File: config.mk
export PLATFORM = sky130hd
export DESIGN_NAME = multi_input_conditioner_flat
export DESIGN_NICKNAME = d
export VERILOG_FILES = /design/src/rtl/multi_input_conditioner_if.sv /design/src/rtl/multi_input_conditioner.sv /design/src/flat_wrapper.sv
export SDC_FILE = /design/constraint.sdc
export NUM_CORES = 1
export LEC_CHECK = 0
export CAP_MARGIN = 20
export CELL_PAD_IN_SITES_DETAIL_PLACEMENT = 1
export CELL_PAD_IN_SITES_GLOBAL_PLACEMENT = 2
export CORE_MARGIN = 2
export CORE_UTILIZATION = 35
export CTS_CLUSTER_DIAMETER = 200
export DETAILED_ROUTE_END_ITERATION = 6
export PLACE_DENSITY = 0.81
export SKIP_CTS_REPAIR_TIMING = 1
export SYNTH_ARGS = -nofsm -noshare
export SYNTH_HDL_FRONTEND = slang
export SYNTH_SLANG_ARGS = --single-unit
File: constraint.sdc
create_clock -name clk -period 1.3 [get_ports clk]
set_input_delay 0.325 -clock clk [delete_from_list [all_inputs] [get_ports clk]]
set_output_delay 0.325 -clock clk [all_outputs]
set_load 0.01 [all_outputs]
File: src/rtl/multi_input_conditioner_if.sv
// Pin-side and conditioned-output bundle for multi_input_conditioner.
// Optional glitch_count lane exists only with MULTI_INPUT_CONDITIONER_GLITCH_COUNT_EN.
interface multi_input_conditioner_if #(
    parameter int CHANNELS = 4
);
    logic [CHANNELS-1:0]   noisysignal;
    logic [CHANNELS-1:0]   conditioned;
    logic [CHANNELS-1:0]   positiveedge;
    logic [CHANNELS-1:0]   negativeedge;
    logic                  any_edge;
`ifdef MULTI_INPUT_CONDITIONER_GLITCH_COUNT_EN
    logic [8*CHANNELS-1:0] glitch_count;

    modport master (
        output noisysignal,
        input  conditioned, positiveedge, negativeedge, any_edge, glitch_count
    );
    modport slave (
        input  noisysignal,
        output conditioned, positiveedge, negativeedge, any_edge, glitch_count
    );
`else
    modport master (
        output noisysignal,
        input  conditioned, positiveedge, negativeedge, any_edge
    );
    modport slave (
        input  noisysignal,
        output conditioned, positiveedge, negativeedge, any_edge
    );
`endif
endinterface

File: src/rtl/multi_input_conditioner.sv
// Per-channel synchroniser, counter debouncer and registered edge detector.
// Define MULTI_INPUT_CONDITIONER_GLITCH_COUNT_EN to add saturating rejected-glitch counters.
module multi_input_conditioner #(
    parameter int CHANNELS      = 4,
    parameter int SYNC_STAGES   = 2,
    parameter int WAIT_TIME     = 3,
    parameter int COUNTER_WIDTH = 3
) (
    input  logic                      clk,
    input  logic                      reset_n,
    multi_input_conditioner_if.slave  bus
);
    localparam logic [COUNTER_WIDTH-1:0] LAST_COUNT = COUNTER_WIDTH'(WAIT_TIME - 1);

    logic [CHANNELS-1:0]      sync_chain [SYNC_STAGES];
    logic [COUNTER_WIDTH-1:0] count      [CHANNELS];
    logic [CHANNELS-1:0]      sync;
    logic [CHANNELS-1:0]      diff;
    logic [CHANNELS-1:0]      fire;
    logic [CHANNELS-1:0]      cond_q;
    logic [CHANNELS-1:0]      pos_q;
    logic [CHANNELS-1:0]      neg_q;
    logic                     any_q;

    assign sync = sync_chain[SYNC_STAGES-1];

    // fire: the synchronised level has disagreed for the full wait window
    always_comb begin
        diff = sync ^ cond_q;
        fire = '0;
        for (int unsigned i = 0; i < CHANNELS; i++) begin
            fire[i] = diff[i] && (count[i] == LAST_COUNT);
        end
    end

    always_ff @(posedge clk or negedge reset_n) begin
        if (!reset_n) begin
            for (int unsigned s = 0; s < SYNC_STAGES; s++) begin
                sync_chain[s] <= '0;
            end
            for (int unsigned i = 0; i < CHANNELS; i++) begin
                count[i] <= '0;
            end
            cond_q <= '0;
            pos_q  <= '0;
            neg_q  <= '0;
            any_q  <= 1'b0;
        end else begin
            sync_chain[0] <= bus.noisysignal;
            for (int unsigned s = 1; s < SYNC_STAGES; s++) begin
                sync_chain[s] <= sync_chain[s-1];
            end
            for (int unsigned i = 0; i < CHANNELS; i++) begin
                if (!diff[i] || fire[i]) begin
                    count[i] <= '0;
                end else begin
                    count[i] <= count[i] + 1'b1;
                end
            end
            cond_q <= cond_q ^ fire;
            pos_q  <= fire & sync;
            neg_q  <= fire & ~sync;
            any_q  <= |fire;
        end
    end

    assign bus.conditioned  = cond_q;
    assign bus.positiveedge = pos_q;
    assign bus.negativeedge = neg_q;
    assign bus.any_edge     = any_q;

`ifdef MULTI_INPUT_CONDITIONER_GLITCH_COUNT_EN
    logic [7:0] gcnt [CHANNELS];

    // A glitch is a return to the conditioned level while a count was running
    always_ff @(posedge clk or negedge reset_n) begin
        if (!reset_n) begin
            for (int unsigned i = 0; i < CHANNELS; i++) begin
                gcnt[i] <= '0;
            end
        end else begin
            for (int unsigned i = 0; i < CHANNELS; i++) begin
                if (!diff[i] && (count[i] != '0) && (gcnt[i] != 8'hFF)) begin
                    gcnt[i] <= gcnt[i] + 8'd1;
                end
            end
        end
    end

    always_comb begin
        bus.glitch_count = '0;
        for (int unsigned i = 0; i < CHANNELS; i++) begin
            bus.glitch_count[8*i +: 8] = gcnt[i];
        end
    end
`endif

endmodule

File: src/flat_wrapper.sv
// flat-port wrapper written by rule: the top's interface ports become plain ports
module multi_input_conditioner_flat 
#(
    parameter int CHANNELS      = 4,
    parameter int SYNC_STAGES   = 2,
    parameter int WAIT_TIME     = 3,
    parameter int COUNTER_WIDTH = 3
)
  (clk, reset_n, bus_noisysignal, bus_conditioned, bus_positiveedge, bus_negativeedge, bus_any_edge);
  multi_input_conditioner_if #(.CHANNELS(CHANNELS)) bus_i ();
  input  logic clk;
  input  logic reset_n;
  input wire logic [$bits(bus_i.noisysignal)-1:0] bus_noisysignal;
  output wire logic [$bits(bus_i.conditioned)-1:0] bus_conditioned;
  output wire logic [$bits(bus_i.positiveedge)-1:0] bus_positiveedge;
  output wire logic [$bits(bus_i.negativeedge)-1:0] bus_negativeedge;
  output wire logic [$bits(bus_i.any_edge)-1:0] bus_any_edge;
  assign bus_i.noisysignal = bus_noisysignal;
  assign bus_conditioned = bus_i.conditioned;
  assign bus_positiveedge = bus_i.positiveedge;
  assign bus_negativeedge = bus_i.negativeedge;
  assign bus_any_edge = bus_i.any_edge;
  multi_input_conditioner #(.CHANNELS(CHANNELS), .SYNC_STAGES(SYNC_STAGES), .WAIT_TIME(WAIT_TIME), .COUNTER_WIDTH(COUNTER_WIDTH)) u_core (.clk(clk), .reset_n(reset_n), .bus(bus_i));
endmodule
==> reports/results.tsv, run 1 <==
metric	value	unit
arrival	1.45	ns
fmaxAchievable	808	MHz
drive_above_1_share	0.200	
layout_common_cells	33 x dfrtp_1, 15 x nor2_1, 13 x dlymetal6s2s_1, 8 x buf_4	
p_clk_frac	0.178	
hold_viol_final	0	
async_flop_share	1.00	
synth_cell_types	19	
cts_made_buffers	5	
end_kind	register	
clk_pin_slew	0.09	ns
wl_met2	1170	um
antenna_found_initial	0	
grt_use_total	0.126	
grt_pass1_vias	873	
holdWs	0.357	ns
nNetsFinal	144	
wl_met1	800	um
n_antenna_cell	0	
vdd.ir_drop.worst	0.981	mV
num_rows	21	
die_h	64.4	um
finalNonFillerCells	176	
syn_avg_cell_area	13.3	um2
ys_seq_area_frac	0.647	
final.setup.tns	0	ns
synth_ff_type	dfrtp_1	
final-max-slew-violation-count	0	
grt_start_max_net_pins	34	
synth_seq_cells	33	
ys_warn_count	0	
finClkSkew	0.00910	ns
drt_iter0_markers	9	
path_max_fanout	3	
grt_pass1_wl	3810	um
routed-wl-met3	124	um
worstPathRequired	1.52	ns
clockBufferDepth	2	
netlist_area	0.00128	mm2
synth_edf_count	0	
period_minus_slack	1.24	ns
syn_nets	110	
pwr-share-comb	0.369	
dp_hpwl	1590	um
rr_worst_depth	4	
die_area	0.00415	mm2
antenna_left	0	
finalCritPeriodShare	0.952	
max_stage_delay	0.42	ns
p_int	0.00214	W
regToRegStartpoint	u_core.count[3]	
cts-root-buf	clkbuf_4	
gp_congestion	0.694	
clock_latency	0.32	ns
switchingPower	0.000997	W
cts_tree	built	
hold_class	input pin to asynchronous set/reset pin	
slew_headroom	0.775	
p_sw_frac	0.318	
grt_overflow_total	0	
synth_cells	96	
final_common_cell	dfrtp_1	
htreeDepth	2	
critical_path.startpoint_type	register	
tightest_slew	0.337	ns
finalSetupViolCount	0	
rsz0062_at_grt	no	
seq_power_share	0.453	
power_density	1830	mW/mm2
cts_num_sinks	33	
initial_core_util	0.374	
dr.pass1.iters	4	
reg2reg_slack	0.06	ns
finalPower	0.00313	W
wl_per_cell	12.2	um
worstPathCellList	inv_2, ha_2, nor2b_4, mux2_1	
dr_total_vias	803	
die_w	64.4	um
leakage	0.971	nW
top_layer_used	met4	
route.detailed.drc	0	
core	0.00342	mm2
maxCapViolCount	0	
nFillCells	363	
crit_type	register to register	
wl	2150	um
outcome	complete, no violations	
slowest_stage	dfrtp_1	
viasPerCell	4.56	
syn_to_final_growth	34.1	%
placed_cells	167	
port_buffers	18	
io_pins	19	
cell usage after synthesis (2+ instances only):
cell | n | area [um2]
dfrtp_1 | 33 | 826
nor2_1 | 15 | 56.3
ha_1 | 8 | 100
nor3b_1 | 8 | 60.1
inv_1 | 6 | 22.5
mux2_1 | 4 | 45.0
nand2_1 | 4 | 15.0
mux2i_1 | 3 | 30.0
a21o_1 | 2 | 15.0
inv_2 | 2 | 7.51
xnor2_1 | 2 | 17.5
xor2_1 | 2 | 17.5
metal layers:
layer,global-route usage,up-vias
li1,-,383
met1,0.128,398
met2,0.220,16
met3,0.0546,6
met4,0.0638,0
met5,0,-
per-stage QoR:
stage                     utilization  worst slack [ns]  area (um2)
after CTS                       0.478            -0.310        1630
after detailed placement        0.462            0.0241        1580
after global routing            0.501         0.0000449        1710
after floorplan                     -            0.0969        1280
final                           0.501            0.0626        1710
after global placement          0.462            0.0635        1580
critical path: cells and delay by family, from the launching register on:
kind,cells,cell delay (ns)
DFF,1,0.42
and+or+nand+nor,1,0.16
muxes,1,0.32
adders and majority gates,1,0.18
buffers and inverters,1,0.06
area by class of cell:
type,count,area (um2),area share
multi-input combinational,55,450,0.263
inverter,8,30.0,0.0175
timing repair buffer,27,293,0.171
sequential,33,826,0.482
clock buffer,7,55.1,0.0322
tap,46,57.6,0.0336
power groups by stage:
stage	Sequential (W)	Clock [W]	Combinational, W
after floorplan	0.00149	0	0.000541
after global placement	0.00142	0	0.00108
after detailed placement	0.00144	0	0.00112
after CTS	0.00143	0.000594	0.00113
after global routing	0.00145	0.000651	0.00130
final	0.00142	0.000557	0.00116
cells by family after synthesis:
logic type | Yosys count | synth area share
fa+ha+maj | 8 | 0.0784
compound gates | 5 | 0.0314
xor+xnor | 4 | 0.0275
buf+inv | 8 | 0.0235
flops | 33 | 0.647
simple gates | 31 | 0.133
mux | 7 | 0.0588
worst max-delay path by stage:
| stage | startpoint | end | slack [ns] | depth (start not counted) |
|---|---|---|---|---|
| floorplan | u_core.count[3] | register | 0.1 | 4 |
| global placement | u_core.count[3] | register | 0.06 | 4 |
| detailed placement | u_core.count[3] | register | 0.02 | 4 |
| finish | u_core.count[3] | register | 0.06 | 4 |
| global route | register | bus_conditioned[1] | 0.00004 | 1 |
| CTS | register | bus_conditioned[1] | -0.31 | 1 |
Power figures use the tool's default switching activity.
==> run 2: changes to the inputs <==
--- a/config.mk
+++ b/config.mk
@@ -13,6 +13,7 @@
 export CTS_CLUSTER_DIAMETER = 200
 export DETAILED_ROUTE_END_ITERATION = 6
 export PLACE_DENSITY = 0.81
+export RECOVER_POWER = 50
 export SKIP_CTS_REPAIR_TIMING = 1
 export SYNTH_ARGS = -nofsm -noshare
 export SYNTH_HDL_FRONTEND = slang
==> run 2 against run 1 <==
Effect of this change:
- critical path depth stayed put
- fmax hardly changed
- combinational power hardly changed
- wire length hardly changed
- utilization is 0.44 points lower
- critical path type unchanged
- largest power group unchanged
- highest routed layer unchanged
==> reports/results.tsv, run 2 (synthesis results as in run 1) <==
metric	value	unit	change
wl_per_cell	12.2	um	about the same
pre_cts_ws	0.0241	ns	unchanged
end_kind	register		
finalSetupViolCount	0		unchanged
cts_made_buffers	5		unchanged
power_density	1840	mW/mm2	+0.58%
cts-root-buf	clkbuf_4		
initial_core_util	0.374		unchanged
grt_pass1_vias	873		unchanged
hold_viol_final	0		unchanged
core	0.00342	mm2	unchanged
clk_pin_slew	0.09	ns	about the same
crit_type	register to register		
num_rows	21		unchanged
grt_start_max_net_pins	34		unchanged
io_pins	19		unchanged
die_h	64.4	um	unchanged
path_max_fanout	3		unchanged
hold_class	register to register		
finClkSkew	0.00907	ns	-0.0000363 ns
critical_path.startpoint_type	register		
fmaxAchievable	808	MHz	about the same
arrival	1.45	ns	about the same
tightest_slew	0.770	ns	+0.433 ns
cts_num_sinks	33		unchanged
clockBufferDepth	2		unchanged
worst_slack	0.0626	ns	+0.00000750 ns
n_antenna_cell	0		unchanged
route.detailed.drc	0		unchanged
wl	2140	um	about the same
cts_tree	built		
drive_above_1_share	0.200		unchanged
viasPerCell	4.56		unchanged
placed_cells	167		unchanged
dr_total_vias	803		unchanged
outcome	complete, no violations		
leakage	0.967	nW	-0.40%
dp_hpwl	1590	um	unchanged
grt_overflow_total	0		unchanged
gp_congestion	0.694		unchanged
nNetsFinal	144		unchanged
port_buffers	18		unchanged
die_w	64.4	um	unchanged
vdd.ir_drop.worst	0.981	mV	about the same
syn_to_final_growth	32.9	%	
die_area	0.00415	mm2	unchanged
finalCritPeriodShare	0.952		about the same
antenna_left	0		unchanged
final-max-slew-violation-count	0		unchanged
grt_use_total	0.126		unchanged
clock_latency	0.32	ns	about the same
worstPathRequired	1.52	ns	about the same
layout_common_cells	33 x dfrtp_1, 15 x nor2_1, 13 x dlymetal6s2s_1, 8 x buf_4		
drt_iter0_markers	9		unchanged
rsz0062_at_grt	no		
maxCapViolCount	0		unchanged
period_minus_slack	1.24	ns	-0.00000750 ns
slew_headroom	0.487		-0.288
finalNonFillerCells	176		unchanged
htreeDepth	2		unchanged
finalPower	0.00313	W	-0.30%
antenna_found_initial	0		unchanged
grt_pass1_wl	3810	um	unchanged
final_common_cell	dfrtp_1		
dr.pass1.iters	4		unchanged
[run 2: cell types whose count changed in the layout (fill, tap and decap cells not counted), sizes merged]
cell	change
buf	-1
clkbuf	+1
clkdlybuf4s50	-5
dlygate4sd3	+5
[run 2: metal layers]
metal	track usage	up-vias	part of all wire	wire, um
li1	-	383	-	-
met1	0.128	398	0.37	799
met2	0.220	16	0.54	1170
met3	0.0546	6	0.058	124
met4	0.0638	0	0.025	53
met5	0	-	0	0
[run 2: power by group]
group / total, W / switching, W / internal [W] / leakage, nW
Sequential: 0.00142 / 0.000157 / 0.00126 / 0.423
Combinational: 0.00115 / 0.000537 / 0.000612 / 0.512
Clock: 0.000557 / 0.000302 / 0.000255 / 0.0314
Total: 0.00313 / 0.000996 / 0.00213 / 0.967
[run 2: worst paths after layout]
path / start / to / slack [ns] / cells after the start
max in group asynchronous: reset_n / u_core.count[8] / 0.21 / 2
max: u_core.count[3] / register / 0.06 / 4
max reg2reg: u_core.count[3] / register / 0.06 / 4
min: u_core.sync_chain[6] / u_core.sync[2] / 0.36 / 0
min reg2reg: u_core.sync_chain[6] / u_core.sync[2] / 0.36 / 0
min in group asynchronous: reset_n / asynchronous set/reset pin / 0.60 / 2
[run 2: area by class of cell]
| type | count | area (um2) |
|---|---|---|
| repair buffers | 27 | 278 |
| well taps | 46 | 57.6 |
| multi-input cells | 55 | 450 |
| fillers | 365 | 1720 |
| inverters | 8 | 30.0 |
| flip-flops and latches | 33 | 826 |
| clock buffers | 7 | 55.1 |
[run 2: metrics by stage]
stage	setup TNS (ns)	instance area [um2]	util	hold slack (ns)
detailed placement	0	1580	0.462	0.336
global placement	0	1580	0.462	0.334
finish	0	1700	0.497	0.357
CTS	-3.24	1630	0.478	0.347
global route	0	1700	0.497	0.377
floorplan	0	1280	-	0.0294
[run 2: critical path: stages, from the launching register on]
cell	delay [ns]
dfrtp_1	0.42
inv_2	0.06
ha_2	0.18
nor2b_4	0.16
mux2_1	0.32
==> run 3: changes to the inputs <==
--- a/config.mk
+++ b/config.mk
@@ -5,6 +5,7 @@
 export SDC_FILE = /design/constraint.sdc
 export NUM_CORES = 1
 export LEC_CHECK = 0
+export ABC_AREA = 0
 export CAP_MARGIN = 20
 export CELL_PAD_IN_SITES_DETAIL_PLACEMENT = 1
 export CELL_PAD_IN_SITES_GLOBAL_PLACEMENT = 2
==> results of run 3 <==
No change in the layout: final DEF, timing and power equal those of run 2.
